### config.mk
export PLATFORM = sky130hd
export DESIGN_NAME = mem_port_arbiter_flat
export DESIGN_NICKNAME = d
export VERILOG_FILES = /design/src/rtl/mem_port_arbiter_if.sv /design/src/rtl/mem_port_arbiter.sv /design/src/flat_wrapper.sv
export SDC_FILE = /design/constraint.sdc
export NUM_CORES = 1
export LEC_CHECK = 0
export CORE_AREA = 4 4 106 108
export CTS_BUF_LIST = sky130_fd_sc_hd__clkbuf_2 sky130_fd_sc_hd__clkbuf_4 sky130_fd_sc_hd__clkbuf_8
export DETAILED_ROUTE_END_ITERATION = 8
export DIE_AREA = 0 0 110 112
export GPL_ROUTABILITY_DRIVEN = 0
export PLACE_DENSITY = 0.64
export SYNTH_ARGS = -nofsm -noshare
export SYNTH_HDL_FRONTEND = slang
export SYNTH_SLANG_ARGS = --single-unit
### constraint.sdc
create_clock -name clk -period 4.01 [get_ports clk]
set_clock_uncertainty 0.15 [all_clocks]
set_input_delay 0.802 -clock clk [delete_from_list [all_inputs] [get_ports clk]]
set_output_delay 0.802 -clock clk [all_outputs]
set_load 0.03 [all_outputs]
### src/rtl/mem_port_arbiter_if.sv
// Bundle of fetch, data and main_memory signals around the unified memory port arbiter.
// The master modport is the arbiter's view; slave is the pipeline/memory side.
interface mem_port_arbiter_if #(
  parameter int unsigned ADDR_W = 32
);
  // Fetch port
  logic              i_req;
  logic [ADDR_W-1:0] i_addr;
  logic              i_gnt;
  logic              i_stall;
  logic              i_valid;
  logic [ADDR_W-1:0] i_rdata;

  // Data port
  logic              d_req;
  logic              d_rnw;
  logic [ADDR_W-1:0] d_addr;
  logic [ADDR_W-1:0] d_wdata;
  logic [1:0]        d_store_size;
  logic              d_gnt;
  logic              d_stall;
  logic              d_valid;
  logic [ADDR_W-1:0] d_rdata;

  // main_memory port
  logic              mem_enable;
  logic [ADDR_W-1:0] mem_address;
  logic [ADDR_W-1:0] mem_data_in;
  logic              mem_read_not_write;
  logic [1:0]        mem_access_size;
  logic [1:0]        mem_store_size;
  logic [ADDR_W-1:0] mem_data_out;

  modport master (
    input  i_req, i_addr,
    output i_gnt, i_stall, i_valid, i_rdata,
    input  d_req, d_rnw, d_addr, d_wdata, d_store_size,
    output d_gnt, d_stall, d_valid, d_rdata,
    output mem_enable, mem_address, mem_data_in, mem_read_not_write,
    output mem_access_size, mem_store_size,
    input  mem_data_out
  );

  modport slave (
    output i_req, i_addr,
    input  i_gnt, i_stall, i_valid, i_rdata,
    output d_req, d_rnw, d_addr, d_wdata, d_store_size,
    input  d_gnt, d_stall, d_valid, d_rdata,
    input  mem_enable, mem_address, mem_data_in, mem_read_not_write,
    input  mem_access_size, mem_store_size,
    output mem_data_out
  );
endinterface

### src/rtl/mem_port_arbiter.sv
// Arbitrates the single-ported main_memory between fetch and data stages and steers the
// one-cycle-latency read data back to whichever side owned the previous cycle's access.
module mem_port_arbiter #(
  parameter int unsigned ADDR_W   = 32,
  parameter int unsigned MAX_WAIT = 4
) (
  input  logic                clk,
  input  logic                rst,
  mem_port_arbiter_if.master  bus
);

  if (MAX_WAIT < 1 || MAX_WAIT > 15) begin : g_bad_max_wait
    $error("mem_port_arbiter: MAX_WAIT must lie in 1..15");
  end

  localparam logic [3:0] MaxWait = 4'(MAX_WAIT);

  typedef enum logic [1:0] {
    StIdle = 2'd0,
    StInsn = 2'd1,
    StData = 2'd2
  } owner_e;

  owner_e      r_owner;
  owner_e      w_owner_next;
  logic [3:0]  r_starve_cnt;
  logic [3:0]  w_starve_cnt_next;

  logic        w_starved;
  logic        w_i_gnt;
  logic        w_d_gnt;
  logic        w_d_store;

  // Grant: data wins ties unless fetch has waited MAX_WAIT consecutive cycles.
  always_comb begin
    w_starved = (r_starve_cnt == MaxWait);
    w_i_gnt   = bus.i_req & (~bus.d_req | w_starved);
    w_d_gnt   = bus.d_req & (~bus.i_req | ~w_starved);
    w_d_store = w_d_gnt & ~bus.d_rnw;
  end

  always_comb begin
    w_starve_cnt_next = 4'd0;
    if (bus.i_req && !w_i_gnt) begin
      w_starve_cnt_next = w_starved ? r_starve_cnt : r_starve_cnt + 4'd1;
    end
  end

  always_ff @(posedge clk or negedge rst) begin
    if (!rst) begin
      r_starve_cnt <= 4'd0;
    end else begin
      r_starve_cnt <= w_starve_cnt_next;
    end
  end

  // Owner FSM: state register
  always_ff @(posedge clk or negedge rst) begin
    if (!rst) begin
      r_owner <= StIdle;
    end else begin
      r_owner <= w_owner_next;
    end
  end

  // Owner FSM: next state, one access per cycle so any state may follow any state
  always_comb begin
    w_owner_next = StIdle;
    if (w_i_gnt) begin
      w_owner_next = StInsn;
    end else if (w_d_gnt) begin
      w_owner_next = StData;
    end
  end

  // Owner FSM: return-path outputs
  always_comb begin
    bus.i_valid = 1'b0;
    bus.i_rdata = '0;
    bus.d_valid = 1'b0;
    bus.d_rdata = '0;
    unique case (r_owner)
      StInsn: begin
        bus.i_valid = 1'b1;
        bus.i_rdata = bus.mem_data_out;
      end
      StData: begin
        bus.d_valid = 1'b1;
        bus.d_rdata = bus.mem_data_out;
      end
      default: ;
    endcase
  end

  // Requester-side handshake
  always_comb begin
    bus.i_gnt   = w_i_gnt;
    bus.i_stall = bus.i_req & ~w_i_gnt;
    bus.d_gnt   = w_d_gnt;
    bus.d_stall = bus.d_req & ~w_d_gnt;
  end

  // Memory-side request mux; idle cycles present a quiet read with zeroed fields
  always_comb begin
    bus.mem_enable         = w_i_gnt | w_d_gnt;
    bus.mem_address        = '0;
    bus.mem_data_in        = '0;
    bus.mem_store_size     = 2'b00;
    bus.mem_access_size    = 2'b00;
    bus.mem_read_not_write = ~w_d_store;
    if (w_i_gnt) begin
      bus.mem_address = bus.i_addr;
    end else if (w_d_gnt) begin
      bus.mem_address    = bus.d_addr;
      bus.mem_data_in    = bus.d_wdata;
      bus.mem_store_size = bus.d_store_size;
    end
  end

endmodule

### src/flat_wrapper.sv
// flat-port wrapper written by rule: the top's interface ports become plain ports
module mem_port_arbiter_flat 
#(
  parameter int unsigned ADDR_W   = 32,
  parameter int unsigned MAX_WAIT = 4
)
  (clk, rst, bus_i_req, bus_i_addr, bus_i_gnt, bus_i_stall, bus_i_valid, bus_i_rdata, bus_d_req, bus_d_rnw, bus_d_addr, bus_d_wdata, bus_d_store_size, bus_d_gnt, bus_d_stall, bus_d_valid, bus_d_rdata, bus_mem_enable, bus_mem_address, bus_mem_data_in, bus_mem_read_not_write, bus_mem_access_size, bus_mem_store_size, bus_mem_data_out);
  mem_port_arbiter_if #(.ADDR_W(ADDR_W)) bus_i ();
  input  logic clk;
  input  logic rst;
  input wire logic [$bits(bus_i.i_req)-1:0] bus_i_req;
  input wire logic [$bits(bus_i.i_addr)-1:0] bus_i_addr;
  output wire logic [$bits(bus_i.i_gnt)-1:0] bus_i_gnt;
  output wire logic [$bits(bus_i.i_stall)-1:0] bus_i_stall;
  output wire logic [$bits(bus_i.i_valid)-1:0] bus_i_valid;
  output wire logic [$bits(bus_i.i_rdata)-1:0] bus_i_rdata;
  input wire logic [$bits(bus_i.d_req)-1:0] bus_d_req;
  input wire logic [$bits(bus_i.d_rnw)-1:0] bus_d_rnw;
  input wire logic [$bits(bus_i.d_addr)-1:0] bus_d_addr;
  input wire logic [$bits(bus_i.d_wdata)-1:0] bus_d_wdata;
  input wire logic [$bits(bus_i.d_store_size)-1:0] bus_d_store_size;
  output wire logic [$bits(bus_i.d_gnt)-1:0] bus_d_gnt;
  output wire logic [$bits(bus_i.d_stall)-1:0] bus_d_stall;
  output wire logic [$bits(bus_i.d_valid)-1:0] bus_d_valid;
  output wire logic [$bits(bus_i.d_rdata)-1:0] bus_d_rdata;
  output wire logic [$bits(bus_i.mem_enable)-1:0] bus_mem_enable;
  output wire logic [$bits(bus_i.mem_address)-1:0] bus_mem_address;
  output wire logic [$bits(bus_i.mem_data_in)-1:0] bus_mem_data_in;
  output wire logic [$bits(bus_i.mem_read_not_write)-1:0] bus_mem_read_not_write;
  output wire logic [$bits(bus_i.mem_access_size)-1:0] bus_mem_access_size;
  output wire logic [$bits(bus_i.mem_store_size)-1:0] bus_mem_store_size;
  input wire logic [$bits(bus_i.mem_data_out)-1:0] bus_mem_data_out;
  assign bus_i.i_req = bus_i_req;
  assign bus_i.i_addr = bus_i_addr;
  assign bus_i_gnt = bus_i.i_gnt;
  assign bus_i_stall = bus_i.i_stall;
  assign bus_i_valid = bus_i.i_valid;
  assign bus_i_rdata = bus_i.i_rdata;
  assign bus_i.d_req = bus_d_req;
  assign bus_i.d_rnw = bus_d_rnw;
  assign bus_i.d_addr = bus_d_addr;
  assign bus_i.d_wdata = bus_d_wdata;
  assign bus_i.d_store_size = bus_d_store_size;
  assign bus_d_gnt = bus_i.d_gnt;
  assign bus_d_stall = bus_i.d_stall;
  assign bus_d_valid = bus_i.d_valid;
  assign bus_d_rdata = bus_i.d_rdata;
  assign bus_mem_enable = bus_i.mem_enable;
  assign bus_mem_address = bus_i.mem_address;
  assign bus_mem_data_in = bus_i.mem_data_in;
  assign bus_mem_read_not_write = bus_i.mem_read_not_write;
  assign bus_mem_access_size = bus_i.mem_access_size;
  assign bus_mem_store_size = bus_i.mem_store_size;
  assign bus_i.mem_data_out = bus_mem_data_out;
  mem_port_arbiter #(.ADDR_W(ADDR_W), .MAX_WAIT(MAX_WAIT)) u_core (.clk(clk), .rst(rst), .bus(bus_i));
endmodule
==> flow_summary_export.csv, run 1 <==
group,metric,value,unit
global_route,grt_pass1_vias,2368,
layout,instances_no_fill,579,
setup_path,cp.required,3.06,ns
detailed_routing,drt_wl_total,8.40,mm
detailed_routing,num_vias,2318,
clocking,cts_setup_buffers,0,
detailed_routing,wl_met3,1.26,mm
logic_synthesis,synth-compound-area-share,23.1,%
clocking,htreeDepth,1,
power,power_density,164,nW/µm²
power,p_leak,1.74,nW
logic_synthesis,synth.yosys.seq_area_share,11.4,%
detailed_routing,wl_met2,4.50,mm
logic_synthesis,netlist-cell-type-count,21,
detailed_routing,first_pass_iters,4,
die,dieWidth,110,µm
global_route,grt_antenna_before_repair,0,
setup_path,cp_max_fo,23,
detailed_routing,drtIter0Drc,81,
die,num_rows,37,
clocking,cts_num_sinks,6,
detailed_routing,wl_per_cell,14.5,µm
clocking,ctsResizeCount,0,
logic_synthesis,synth_xor_area_share,1.33,%
logic_synthesis,synth_fa_ha_area_share,1.90,%
setup_path,endpoint_kind,"output pin",
global_route,grt_use_total,11.8,%
power,ir_worst_vdd,98.2,µV
logic_synthesis,muxShareOfSynthArea,0,%
clocking,cts_buffers,3,
clocking,cts_hold_buf,0,
detailed_routing,ant_nets,0,
sta,holdWs,0.354,ns
power,finalPower,670,µW
logic_synthesis,yosys.area_share.simple,52.5,%
worst_hold_path,min_path_type,"flip-flop to flip-flop",
status,status,"complete, no violations",
placement,dpl_cell_area,4050,µm²
die,start_util,12.9,%
placement,place_ws,0.466,ns
sta,maxSlewViolCount,0,
layout,final_common_cell,"clkdlybuf4s50_1",
detailed_routing,viasPerCell,4.00,
logic_synthesis,synth_seq_cells,6,
layout,final_area,4090,µm²
detailed_routing,top_layer,"met4",
sta,layout_setup_ws,0.483,ns
layout,area_delta_synth_final,211,%
logic_synthesis,synth_top_family_by_area,"simple AND/OR/NAND/NOR gates",
die,io_pins,275,
sta,final_hold_viol_count,0,
placement,dp_hpwl,7.48,mm
layout,drive_gt1_share,17.8,%
logic_synthesis,synthCells,180,
layout,utilization,40.0,%
detailed_routing,drc,0,
global_route,grt_pass1_wl,11.7,mm
die,coreArea,10200,µm²
placement,io_buffers,272,
placement,placedCellCount,576,
logic_synthesis,avgSynthCellArea,7.31,µm²
layout,antenna_cells,0,
sta,fin_crit_sh,87.9,%
layout,fillers,1020,
sta,setup_viol,0,
clocking,cts_tree,"built",
sta,fmax,0.284,GHz
clocking,insertion_delay,0.22,ns
sta,setup_tns,0,ns
global_route,grt-ovfl-total,0,
clocking,cts.clk_slew.worst_paths,0.04,ns
layout,final_cell_mix,"clkdlybuf4s50_1 (205), and2_1 (98), buf_4 (66)",
die,die_h,112,µm
clocking,clk_path_buf_depth,2,
logic_synthesis,synth_warnings,0,
sta,rsz0062_at_grt,"no",
clocking,cts-root-buf,"clkbuf_8",
logic_synthesis,syn_area,1320,µm²
setup_path,arrival,2.57,ns
sta,period_needed,3.53,ns
detailed_routing,wl_met1,2.55,mm
flow_run,maxCapViolCount,0,
global_route,grt_max_degree,35,
setup_path,start_kind,"input port",
layout,final_nets,582,
setup_path,critPathKind,"input port to output pin",
die,die_area,12300,µm²
## registers in the layout, indices dropped and copies added (netlist names)
| register | count |
|---|---|
| u_core.r_owner | 2 |
| u_core.r_starve_cnt | 4 |
## cell families (layout without fill, tap and decap cells)
logic type      count (synthesis)  after routing
fa+ha+maj                       2              2
flops                           6              6
other cells                     1              2
buf+inv                        23            285
simple gates                  111            111
compound gates                 35             35
xor+xnor                        2              2
## power by group
part           switching, mW  internal (mW)  leakage, nW
clock network         0.0285         0.0647       0.0216
logic                  0.247          0.266         1.64
registers            0.00132         0.0629       0.0793
## cell usage after synthesis (all sizes together)
| cell type | number | area (µm²) |
|---|---|---|
| inv | 5 | 18.8 |
| buf | 11 | 78.8 |
| ha | 2 | 25.0 |
| nand2 | 1 | 3.75 |
| a22o | 32 | 280 |
| xnor2 | 1 | 8.76 |
| clkbuf | 7 | 26.3 |
| conb | 1 | 3.75 |
| nand2b | 1 | 6.26 |
| nand3b | 1 | 20.0 |
| a21oi | 1 | 8.76 |
| and2 | 98 | 613 |
| nor2b | 2 | 12.5 |
| xor2 | 1 | 8.76 |
| or2 | 1 | 6.26 |
| o21a | 2 | 15.0 |
| nor2 | 5 | 18.8 |
| nand3 | 2 | 10.0 |
| dfrtp | 6 | 150 |
## final timing paths
check,depth (start not counted),slack (ns),endpoint,from
worst max-delay path,5,0.48,bus_mem_read_not_write,bus_i_req
min in group asynchronous,1,0.67,u_core.r_starve_cnt[0]$_DFFE_PN0P_,rst
worst min register to register,1,0.35,u_core.r_starve_cnt[0]$_DFFE_PN0P_,u_core.r_starve_cnt[0]$_DFFE_PN0P_
max in group asynchronous,1,2.82,u_core.r_starve_cnt[1]$_DFFE_PN0P_,rst
worst min-delay path,1,0.35,u_core.r_starve_cnt[0]$_DFFE_PN0P_,u_core.r_starve_cnt[0]$_DFFE_PN0P_
worst max register to register,5,2.47,u_core.r_owner[0]$_DFF_PN0_,u_core.r_starve_cnt[0]$_DFFE_PN0P_
## per-layer routing
metal  GRT usage, %  up-vias
met3           4.00       12
met4           2.24        0
met5              0        -
met1           10.2      999
li1               -     1118
met2           25.1      189
## worst max-delay path, cell delays in order
cell and delay, ns:
clkdlybuf4s50_1 0.52, inv_1 0.09, o21a_2 0.35, nand2b_1 0.12, clkdlybuf4s50_1 0.69
## area by class of cell
type / instances / area [µm²] / area share (%)
clock buffers: 3 / 41.3 / 1.01
inverters: 5 / 18.8 / 0.458
multi-input cells: 152 / 1050 / 25.6
flip-flops and latches: 6 / 150 / 3.67
well taps: 136 / 170 / 4.16
repair buffers: 277 / 2670 / 65.2
(Power assumes the default switching activity.)
==> inputs of run 2 (changes only) <==
- ABC_AREA: not set -> 1
- CORE_AREA: 4 4 106 108 -> 4 4 103 105
- DIE_AREA: 0 0 110 112 -> 0 0 107 109
- PLACE_DENSITY: 0.64 -> 0.71
==> flow_summary_export.csv, run 2 <==
group,metric,value,unit
layout,final-seq-area,150,µm²
setup_path,arrival,2.64,ns
clocking,htreeDepth,1,
die,die_area,11700,µm²
sta,relSlewSlack,37.1,%
logic_synthesis,yosysTopAreaCellShare,24.1,%
setup_path,endpoint_kind,"output pin",
placement,io_buffers,272,
logic_synthesis,synth_edf_count,0,
layout,antenna_cells,0,
detailed_routing,num_vias,2879,
layout,regMostFlops,"u_core.r_starve_cnt",
sta,setup_viol,0,
detailed_routing,drc,0,
layout,biggestRegsByFlops,"u_core.r_starve_cnt x4, u_core.r_owner x2",
logic_synthesis,synth.area.top_cells,"nor2_1 (24%), nand3_1 (19%), inv_1 (18%)",
die,die_h,109,µm
layout,drive_gt1_share,3.60,%
die,start_util,16.8,%
global_route,grt_most_used_layer,"met2",
layout,final_cell_mix,"clkdlybuf4s50_1 (268), nor2_1 (104), inv_1 (79)",
setup_path,cp_max_fo,37,
global_route,grt-ovfl-total,0,
detailed_routing,drt_wl_total,9.06,mm
clocking,cts_buffers,3,
setup_path,critPathSlowestCell,"clkdlybuf4s50_1",
setup_path,start_kind,"input port",
setup_path,crit_family,"buffers and inverters",
clocking,cts.clk_slew.worst_paths,0.03,ns
power,p_leak,2.11,nW
global_route,met1_usage,14.9,%
logic_synthesis,async_flop_share,100,%
setup_path,r2r_cells,5,
clocking,insertion_delay,0.22,ns
clocking,cts_tree,"built",
clocking,ctsResizeCount,0,
logic_synthesis,synth_top_area_cell,"nor2_1",
logic_synthesis,synth.yosys.seq_area_share,9.29,%
sta,layout_setup_ws,0.420,ns
global_route,grt_pass1_vias,2786,
layout,multi_input_area,991,µm²
logic_synthesis,syn_area,1620,µm²
die,io_pins,275,
placement,dp_hpwl,7.79,mm
logic_synthesis,ys.flop_type,"dfrtp_1",
die,coreArea,9640,µm²
layout,fillers,998,
global_route,grt_pass1_wl,13.5,mm
placement,place_ws,0.404,ns
detailed_routing,first_pass_iters,4,
die,num_rows,36,
sta,period_needed,3.59,ns
logic_synthesis,synth_common_cells,"nor2_1 (104), inv_1 (79), nand3_1 (61)",
detailed_routing,ant_nets,0,
setup_path,cp.depth,5,
setup_path,crit_chain,"clkdlybuf4s50_1, buf_12, nand2_4, nor2_1, clkdlybuf4s50_1",
logic_synthesis,synth_seq_cells,6,
clocking,cts_hold_buf,0,
setup_path,cp.required,3.06,ns
global_route,grt.met3_usage,4.68,%
detailed_routing,drtIter0Drc,208,
layout,area_delta_synth_final,174,%
clocking,cts-root-buf,"clkbuf_8",
power,power_density,155,nW/µm²
global_route,met2_usage,27.2,%
sta,rsz0062_at_grt,"no",
layout,largest_reg_flops,4,
logic_synthesis,synth_warnings,0,
flow_run,maxCapViolCount,0,
logic_synthesis,netlist-cell-type-count,18,
status,status,"complete, no violations",
layout,final_nets,722,
sta,setup_tns,0,ns
power,ir_worst_vdd,67.4,µV
layout,final_common_cell,"clkdlybuf4s50_1",
sta,final_hold_viol_count,0,
sta,fmax,0.279,GHz
clocking,cts_num_sinks,6,
clocking,cts_setup_buffers,0,
global_route,grt_use_total,14.1,%
sta,maxSlewViolCount,0,
logic_synthesis,synthCells,327,
worst_hold_path,min_path_type,"flip-flop to flip-flop",
detailed_routing,viasPerCell,4.02,
global_route,grt_max_degree,38,
global_route,grt_antenna_before_repair,0,
setup_path,path_common_cell,"clkdlybuf4s50_1",
logic_synthesis,avgSynthCellArea,4.94,µm²
setup_path,critPathBufInv,3,
sta,fin_crit_sh,89.5,%
setup_path,crit_path_max_incr_delay,0.70,ns
detailed_routing,wl_per_cell,12.7,µm
setup_path,critPathKind,"input port to output pin",
worst_hold_path,hold_path_depth,1,
logic_synthesis,synthMostInstantiatedCell,"nor2_1",
die,dieWidth,107,µm
layout,utilization,46.0,%
sta,worst_slew_pin_slew,0.942,ns
clocking,clk_path_buf_depth,2,
-- run 2: cell count changes after synthesis, sizes merged, moves of 7 or more --
| cell | change |
|---|---|
| nand2 | +38 |
| inv | +74 |
| a22o | -32 |
| nand3 | +65 |
| and2 | -98 |
| nor2 | +99 |
| buf | +7 |
-- run 2: final timing paths --
kind,from,end,slack (ns)
setup / recovery,bus_d_req,bus_mem_data_in[25],0.42
hold / removal,u_core.r_starve_cnt[0]$_DFFE_PN0P_,u_core.r_starve_cnt[0]$_DFFE_PN0P_,0.36
setup reg to reg,u_core.r_starve_cnt[0]$_DFFE_PN0P_,u_core.r_owner[1]$_DFF_PN0_,2.51
hold reg to reg,u_core.r_starve_cnt[0]$_DFFE_PN0P_,u_core.r_starve_cnt[0]$_DFFE_PN0P_,0.36
max in group asynchronous,rst,u_core.r_owner[0]$_DFF_PN0_,2.77
min in group asynchronous,rst,u_core.r_starve_cnt[0]$_DFFE_PN0P_,0.70
-- run 2: layer usage --
metal / vias up / part of all wire [%]
li1: 1463 / -
met1: 1235 / 35
met2: 167 / 52
met3: 14 / 11
met4: 0 / 1.7
met5: - / 0
-- run 2: cells by family (layout without fill, tap and decap cells) --
| kind of cell | after synthesis | after routing | share of synthesized area (%) |
|---|---|---|---|
| other cells | 1 | 2 | 0.232 |
| simple gates | 212 | 212 | 58.4 |
| fa+ha+maj | 2 | 2 | 1.55 |
| compound gates | 1 | 1 | 0.309 |
| buf+inv | 104 | 359 | 29.6 |
| xor+xnor | 1 | 1 | 0.542 |
| flops | 6 | 6 | 9.29 |
-- run 2: through the flow --
step	std cells	total power [mW]	instance area, µm²	hold slack (ns)
6_report	716	0.689	4430	0.365
2_1_floorplan	328	0.320	1620	0.325
4_1_cts	716	0.697	4430	0.366
3_3_place_gp	713	0.600	4390	0.352
3_5_place_dp	713	0.604	4390	0.360
5_1_grt	716	0.730	4430	0.394
-- run 2: final cells by class --
class / count / share of cell area, %
Clock buffer: 3 / 0.931
Tap cell: 133 / 3.75
Sequential cell: 6 / 3.39
Timing Repair Buffer: 277 / 62.9
Multi-Input combinational cell: 218 / 22.4
Inverter: 79 / 6.69
-- run 2: where the power goes --
part / switching (mW) / internal (mW) / total (mW)
sequential: 0.00148 / 0.0629 / 0.0644
combinational: 0.273 / 0.264 / 0.537
clock: 0.0233 / 0.0642 / 0.0875
total: 0.298 / 0.391 / 0.689
